===== src/rtl/rx_fsm_pkg.sv =====
// Shared encodings for the RX flow controller: load codes, TLP kinds and FSM states.
package rx_fsm_pkg;

  localparam logic [2:0] CTL_IDLE  = 3'b000;
  localparam logic [2:0] CTL_H1    = 3'b001;
  localparam logic [2:0] CTL_H2    = 3'b010;
  localparam logic [2:0] CTL_DATA3 = 3'b011;
  localparam logic [2:0] CTL_DATA4 = 3'b100;

  localparam logic [1:0] OP_MRD   = 2'b00;
  localparam logic [1:0] OP_MWR3  = 2'b01;
  localparam logic [1:0] OP_MWR4  = 2'b10;
  localparam logic [1:0] OP_OTHER = 2'b11;

  typedef enum logic [2:0] {
    S_H1    = 3'd0,
    S_H2    = 3'd1,
    S_D3    = 3'd2,
    S_D4    = 3'd3,
    S_PUSH  = 3'd4,
    S_DRAIN = 3'd5
  } rx_state_e;

  // Where the second header beat leads, given the latched TLP kind and rx_last.
  function automatic rx_state_e h2_next(input logic [1:0] kind, input logic last);
    rx_state_e nxt;
    case (kind)
      OP_MRD:   nxt = last ? S_PUSH : S_DRAIN;
      OP_MWR3:  nxt = last ? S_H1   : S_D3;
      OP_MWR4:  nxt = last ? S_H1   : S_D4;
      OP_OTHER: nxt = last ? S_H1   : S_DRAIN;
      default:  nxt = S_H1;
    endcase
    return nxt;
  endfunction

endpackage


===== src/rtl/rx_fsm.sv =====
// Receive-side TLP flow controller: paces AXI RX, emits per-beat load codes and
// requests a TX header push for memory reads.
module rx_fsm
  import rx_fsm_pkg::*;
#(
  parameter int keep_width = 8
) (
  input  logic                  rx_clk,
  input  logic                  rx_reset,
  input  logic                  rx_valid,
  input  logic [keep_width-1:0] rx_keep,
  input  logic                  rx_last,
  output logic                  rx_ready,
  input  logic                  tx_header_fifo_ready,
  output logic                  tx_header_fifo_valid,
  input  logic                  ocp_ready,
  input  logic [1:0]            optype,
  output logic [2:0]            ocp_reg_ctl
);

  rx_state_e  state_r;
  rx_state_e  next_state_s;
  logic [1:0] kind_r;
  logic [1:0] next_kind_s;
  logic       rx_ready_s;
  logic       fifo_valid_s;
  logic [2:0] ctl_s;
  logic       acc_s;

  // Byte enables are reserved; fold them so they are visibly consumed.
  logic       keep_unused_s;
  assign keep_unused_s = ^rx_keep;

  // State and latched TLP kind register with synchronous reset.
  always_ff @(posedge rx_clk) begin
    if (rx_reset) begin
      state_r <= S_H1;
      kind_r  <= OP_MRD;
    end else begin
      state_r <= next_state_s;
      kind_r  <= next_kind_s;
    end
  end

  // Next-state and kind capture; rx_valid low (no acc) holds everything.
  always_comb begin
    next_state_s = state_r;
    next_kind_s  = kind_r;
    case (state_r)
      S_H1: begin
        if (acc_s) begin
          next_kind_s  = optype;
          next_state_s = rx_last ? S_H1 : S_H2;
        end else begin
          next_state_s = S_H1;
        end
      end
      S_H2: begin
        if (acc_s) begin
          next_state_s = h2_next(kind_r, rx_last);
        end else begin
          next_state_s = S_H2;
        end
      end
      S_D3, S_D4, S_DRAIN: begin
        if (acc_s && rx_last) begin
          next_state_s = S_H1;
        end else begin
          next_state_s = state_r;
        end
      end
      S_PUSH: begin
        if (tx_header_fifo_ready) begin
          next_state_s = S_H1;
        end else begin
          next_state_s = S_PUSH;
        end
      end
      default: begin
        next_state_s = S_H1;
      end
    endcase
  end

  // Outputs: reset forces everything quiet; ctl is only non-IDLE on an accepted beat.
  always_comb begin
    rx_ready_s   = 1'b0;
    fifo_valid_s = 1'b0;
    ctl_s        = CTL_IDLE;
    if (rx_reset) begin
      rx_ready_s   = 1'b0;
      fifo_valid_s = 1'b0;
    end else begin
      case (state_r)
        S_H1, S_H2, S_DRAIN: rx_ready_s = 1'b1;
        S_D3, S_D4:          rx_ready_s = ocp_ready;
        S_PUSH:              fifo_valid_s = 1'b1;
        default:             rx_ready_s = 1'b0;
      endcase
    end
    acc_s = rx_valid & rx_ready_s;
    if (acc_s) begin
      case (state_r)
        S_H1:    ctl_s = CTL_H1;
        S_H2:    ctl_s = CTL_H2;
        S_D3:    ctl_s = CTL_DATA3;
        S_D4:    ctl_s = CTL_DATA4;
        default: ctl_s = CTL_IDLE;
      endcase
    end else begin
      ctl_s = CTL_IDLE;
    end
  end

  assign rx_ready             = rx_ready_s;
  assign tx_header_fifo_valid = fifo_valid_s;
  assign ocp_reg_ctl          = ctl_s;

endmodule


===== config.mk =====
export PLATFORM = sky130hd
export DESIGN_NAME = rx_fsm
export DESIGN_NICKNAME = d
export VERILOG_FILES = /design/src/rtl/rx_fsm_pkg.sv /design/src/rtl/rx_fsm.sv
export SDC_FILE = /design/constraint.sdc
export NUM_CORES = 1
export LEC_CHECK = 0
export CORE_UTILIZATION = 25
export CTS_BUF_LIST = sky130_fd_sc_hd__clkbuf_2 sky130_fd_sc_hd__clkbuf_4 sky130_fd_sc_hd__clkbuf_8
export CTS_CLUSTER_SIZE = 24
export DETAILED_ROUTE_END_ITERATION = 10
export GPL_TIMING_DRIVEN = 0
export PLACE_DENSITY_LB_ADDON = 0.12
export REMOVE_ABC_BUFFERS = 1
export SLEW_MARGIN = 20
export SYNTH_ARGS = -nofsm -noshare
export SYNTH_HDL_FRONTEND = slang
export SYNTH_SLANG_ARGS = --single-unit

===== constraint.sdc =====
create_clock -name rx_clk -period 1.5 [get_ports rx_clk]
set_input_delay 0.225 -clock rx_clk [delete_from_list [all_inputs] [get_ports rx_clk]]
set_output_delay 0.225 -clock rx_clk [all_outputs]
set_load 0.01 [all_outputs]

==> impl_metrics.tcl <==
set metrics [dict create \
    status "completed" \
    hp-class "in -> reg" \
    firstDrtPassIters 4 \
    synth_cells 46 \
    drt_wl_total_um 1070 \
    postCtsHoldBufs 0 \
    grt_overflow 0 \
    fillers 165 \
    area_growth_pct 45.8 \
    crit_path_start_kind "flip-flop" \
    ys_ff_latch 5 \
    end_kind "output port" \
    tightest_slew_ns 0.489 \
    fin_ws_ns 0.0219 \
    clkLatencyLatePin_ns 0.24 \
    critPathArrivalTime_ns 1.25 \
    reg2reg_depth 4 \
    final_area_um2 582 \
    row_count 14 \
    diodes 0 \
    slew_violations 0 \
    cts_tree "yes" \
    drt-vias-per-instance 5.49 \
    dieArea_um2 1760 \
    worstSetupPathType "reg -> out" \
    slowest_delay_ns 0.37 \
    gp_congestion 0.702 \
    drt_iter0_drc 6 \
    die_w_um 42.0 \
    critPathBufInv 2 \
    synth_top_cell_area_share_pct 25.1 \
    nNetsFinal 79 \
    hold_path_end "state_r[0]" \
    ant_nets 0 \
    slew-limit-headroom_pct 66.6 \
    netlist_area_um2 399 \
    fin_util_pct 38.6 \
    final_cells 78 \
    hpwlAfterDp_um 680 \
    fin_crit_sh_pct 98.5 \
    pin_count 21 \
    worstHoldPathCells 2 \
    track_usage_pct 13.0 \
    setup_viol_count_final 0 \
    clkTransAtPathRegs_ns 0.05 \
    cts_buffer_depth 2 \
    drc_errors 0 \
    rsz0062_at_grt "yes" \
    rr_startpoint "state_r[1]" \
    yosysSeqAreaShare_pct 25.1 \
    grt_pass1_vias 379 \
    route.vias.total 428 \
    portBuffers 12 \
    yosysWarnings 0 \
    cts-buffers-inserted 3 \
    cp_slowest_cell "dfxtp_4" \
    r2r_setup_slack_ns 0.03 \
    clock-sinks 5 \
    drv_cap 0 \
    hold_viol 0 \
    grt_pass1_wl_um 1700 \
    grt_max_degree 17 \
    power_leakage_uw 0.000232 \
    whs_ns 0.430 \
    path_cells "inv_4 > mux2_4 > nor3_2 > buf_2" \
    core_area_um2 1510 \
    peakVddDrop_mv 0.311 \
    fin_crit_ns 1.48 \
    worstPathRequired_ns 1.27 \
    post-synth-top-area-cell "dfxtp_1" \
    synth_common_cells "5 x dfxtp_1, 5 x nand2_1, 3 x a21oi_1" \
    ys_async_sr_fraction_pct 0 \
    ys_types 30 \
    hp-start "rx_reset" \
    fmax_mhz 677 \
    post_drt_wl_per_cell_um 13.7 \
    avgSynthCellArea_um2 8.68 \
    place_area_um2 512 \
    r2r_end "state_r[0]" \
    synth_area_leaders "dfxtp_1 25%, nor4b_4 6.0%, nand2_1 4.7%" \
    skew_ns 0.000841 \
    htree_levels 1 \
    synth_edf_count 0 \
    antenna_found_initial 0 \
    p_per_area_nw_per_um2 713 \
    post-place-ws_ns -0.658 \
    dieHeight_um 42.0 \
    drive_gt1_share_pct 37.1 \
    crit_family "flip-flops" \
    root_buffer "clkbuf_4" \
    ys.flop_type "dfxtp_1" \
    cp_max_fo 6 \
    dp_cells 70 \
    start_util_pct 26.5 \
]
per-stage QoR:
step | TNS (ns) | total power, uW
floorplan | 0 | 189
global placement | -3.99 | 233
detailed placement | -3.80 | 232
CTS | 0 | 415
global route | -0.0600 | 439
finish | 0 | 415
where the power goes:
group / leakage (uW) / switching (uW) / total, uW / internal [uW]
clock: 0.0000184 / 61.4 / 180 / 119
sequential: 0.0000430 / 11.6 / 148 / 136
combinational: 0.000170 / 37.1 / 86.3 / 49.2
cell families after synthesis:
kind of cell	after synthesis	synth area share, %
AO/OA/AOI/OAI	12	21.3
XOR/XNOR	1	2.19
buffers and inverters	6	8.78
flip-flops	5	25.1
multiplexers	1	2.82
AND/OR/NAND/NOR	21	39.8
routing by layer:
metal  share of wire, %  routed length (um)  vias to the layer above  GRT usage (%)
met1                 44                 467                      204           17.1
met2                 49                 523                       12           19.1
li1                   -                   -                      210              -
met5                  0                   0                        -              0
met4                1.4                  15                        0           5.81
met3                5.7                  61                        2           4.35
cell usage in the layout, fill, tap and decap left out, types with 2 or more instances in the layout:
cell and n:
nand2_1 5, dlygate4sd2_1 3, dfxtp_4 3, buf_4 3, clkbuf_4 4, nand3b_1 2
nor2b_1 2, dfxtp_1 2, a21oi_1 3, clkdlybuf4s50_1 4, o41ai_1 2, buf_2 3
final cells by class:
cell class	instances	area, um^2	area share, %
inverter	2	10.0	1.72
multi-input combinational	35	279	48.0
sequential	5	111	19.1
timing repair buffer	16	131	22.6
clock buffer	4	30.0	5.16
tap	16	20.0	3.44
registers in the layout, indices dropped and copies added, names as in the netlist:
name,count
kind_r,2
state_r,3
how the worst max path moves through the flow:
stage / from / cells past startpoint / end
2_1_floorplan: state_r[0] / 3 / state_r[1]
3_3_place_gp: rx_reset / 4 / ocp_reg_ctl[0]
3_5_place_dp: rx_reset / 4 / ocp_reg_ctl[0]
4_1_cts: state_r[0] / 3 / tx_header_fifo_valid
5_1_grt: state_r[0] / 4 / ocp_reg_ctl[1]
6_report: state_r[0] / 4 / ocp_reg_ctl[1]
repair_timing:
| action | CTS | global route |
|---|---|---|
| endpoints found under the setup margin | 8 | 4 |
| resized for setup | 26 | 7 |
| setup buffers | 3 | 1 |
Power figures use the tool's default switching activity.
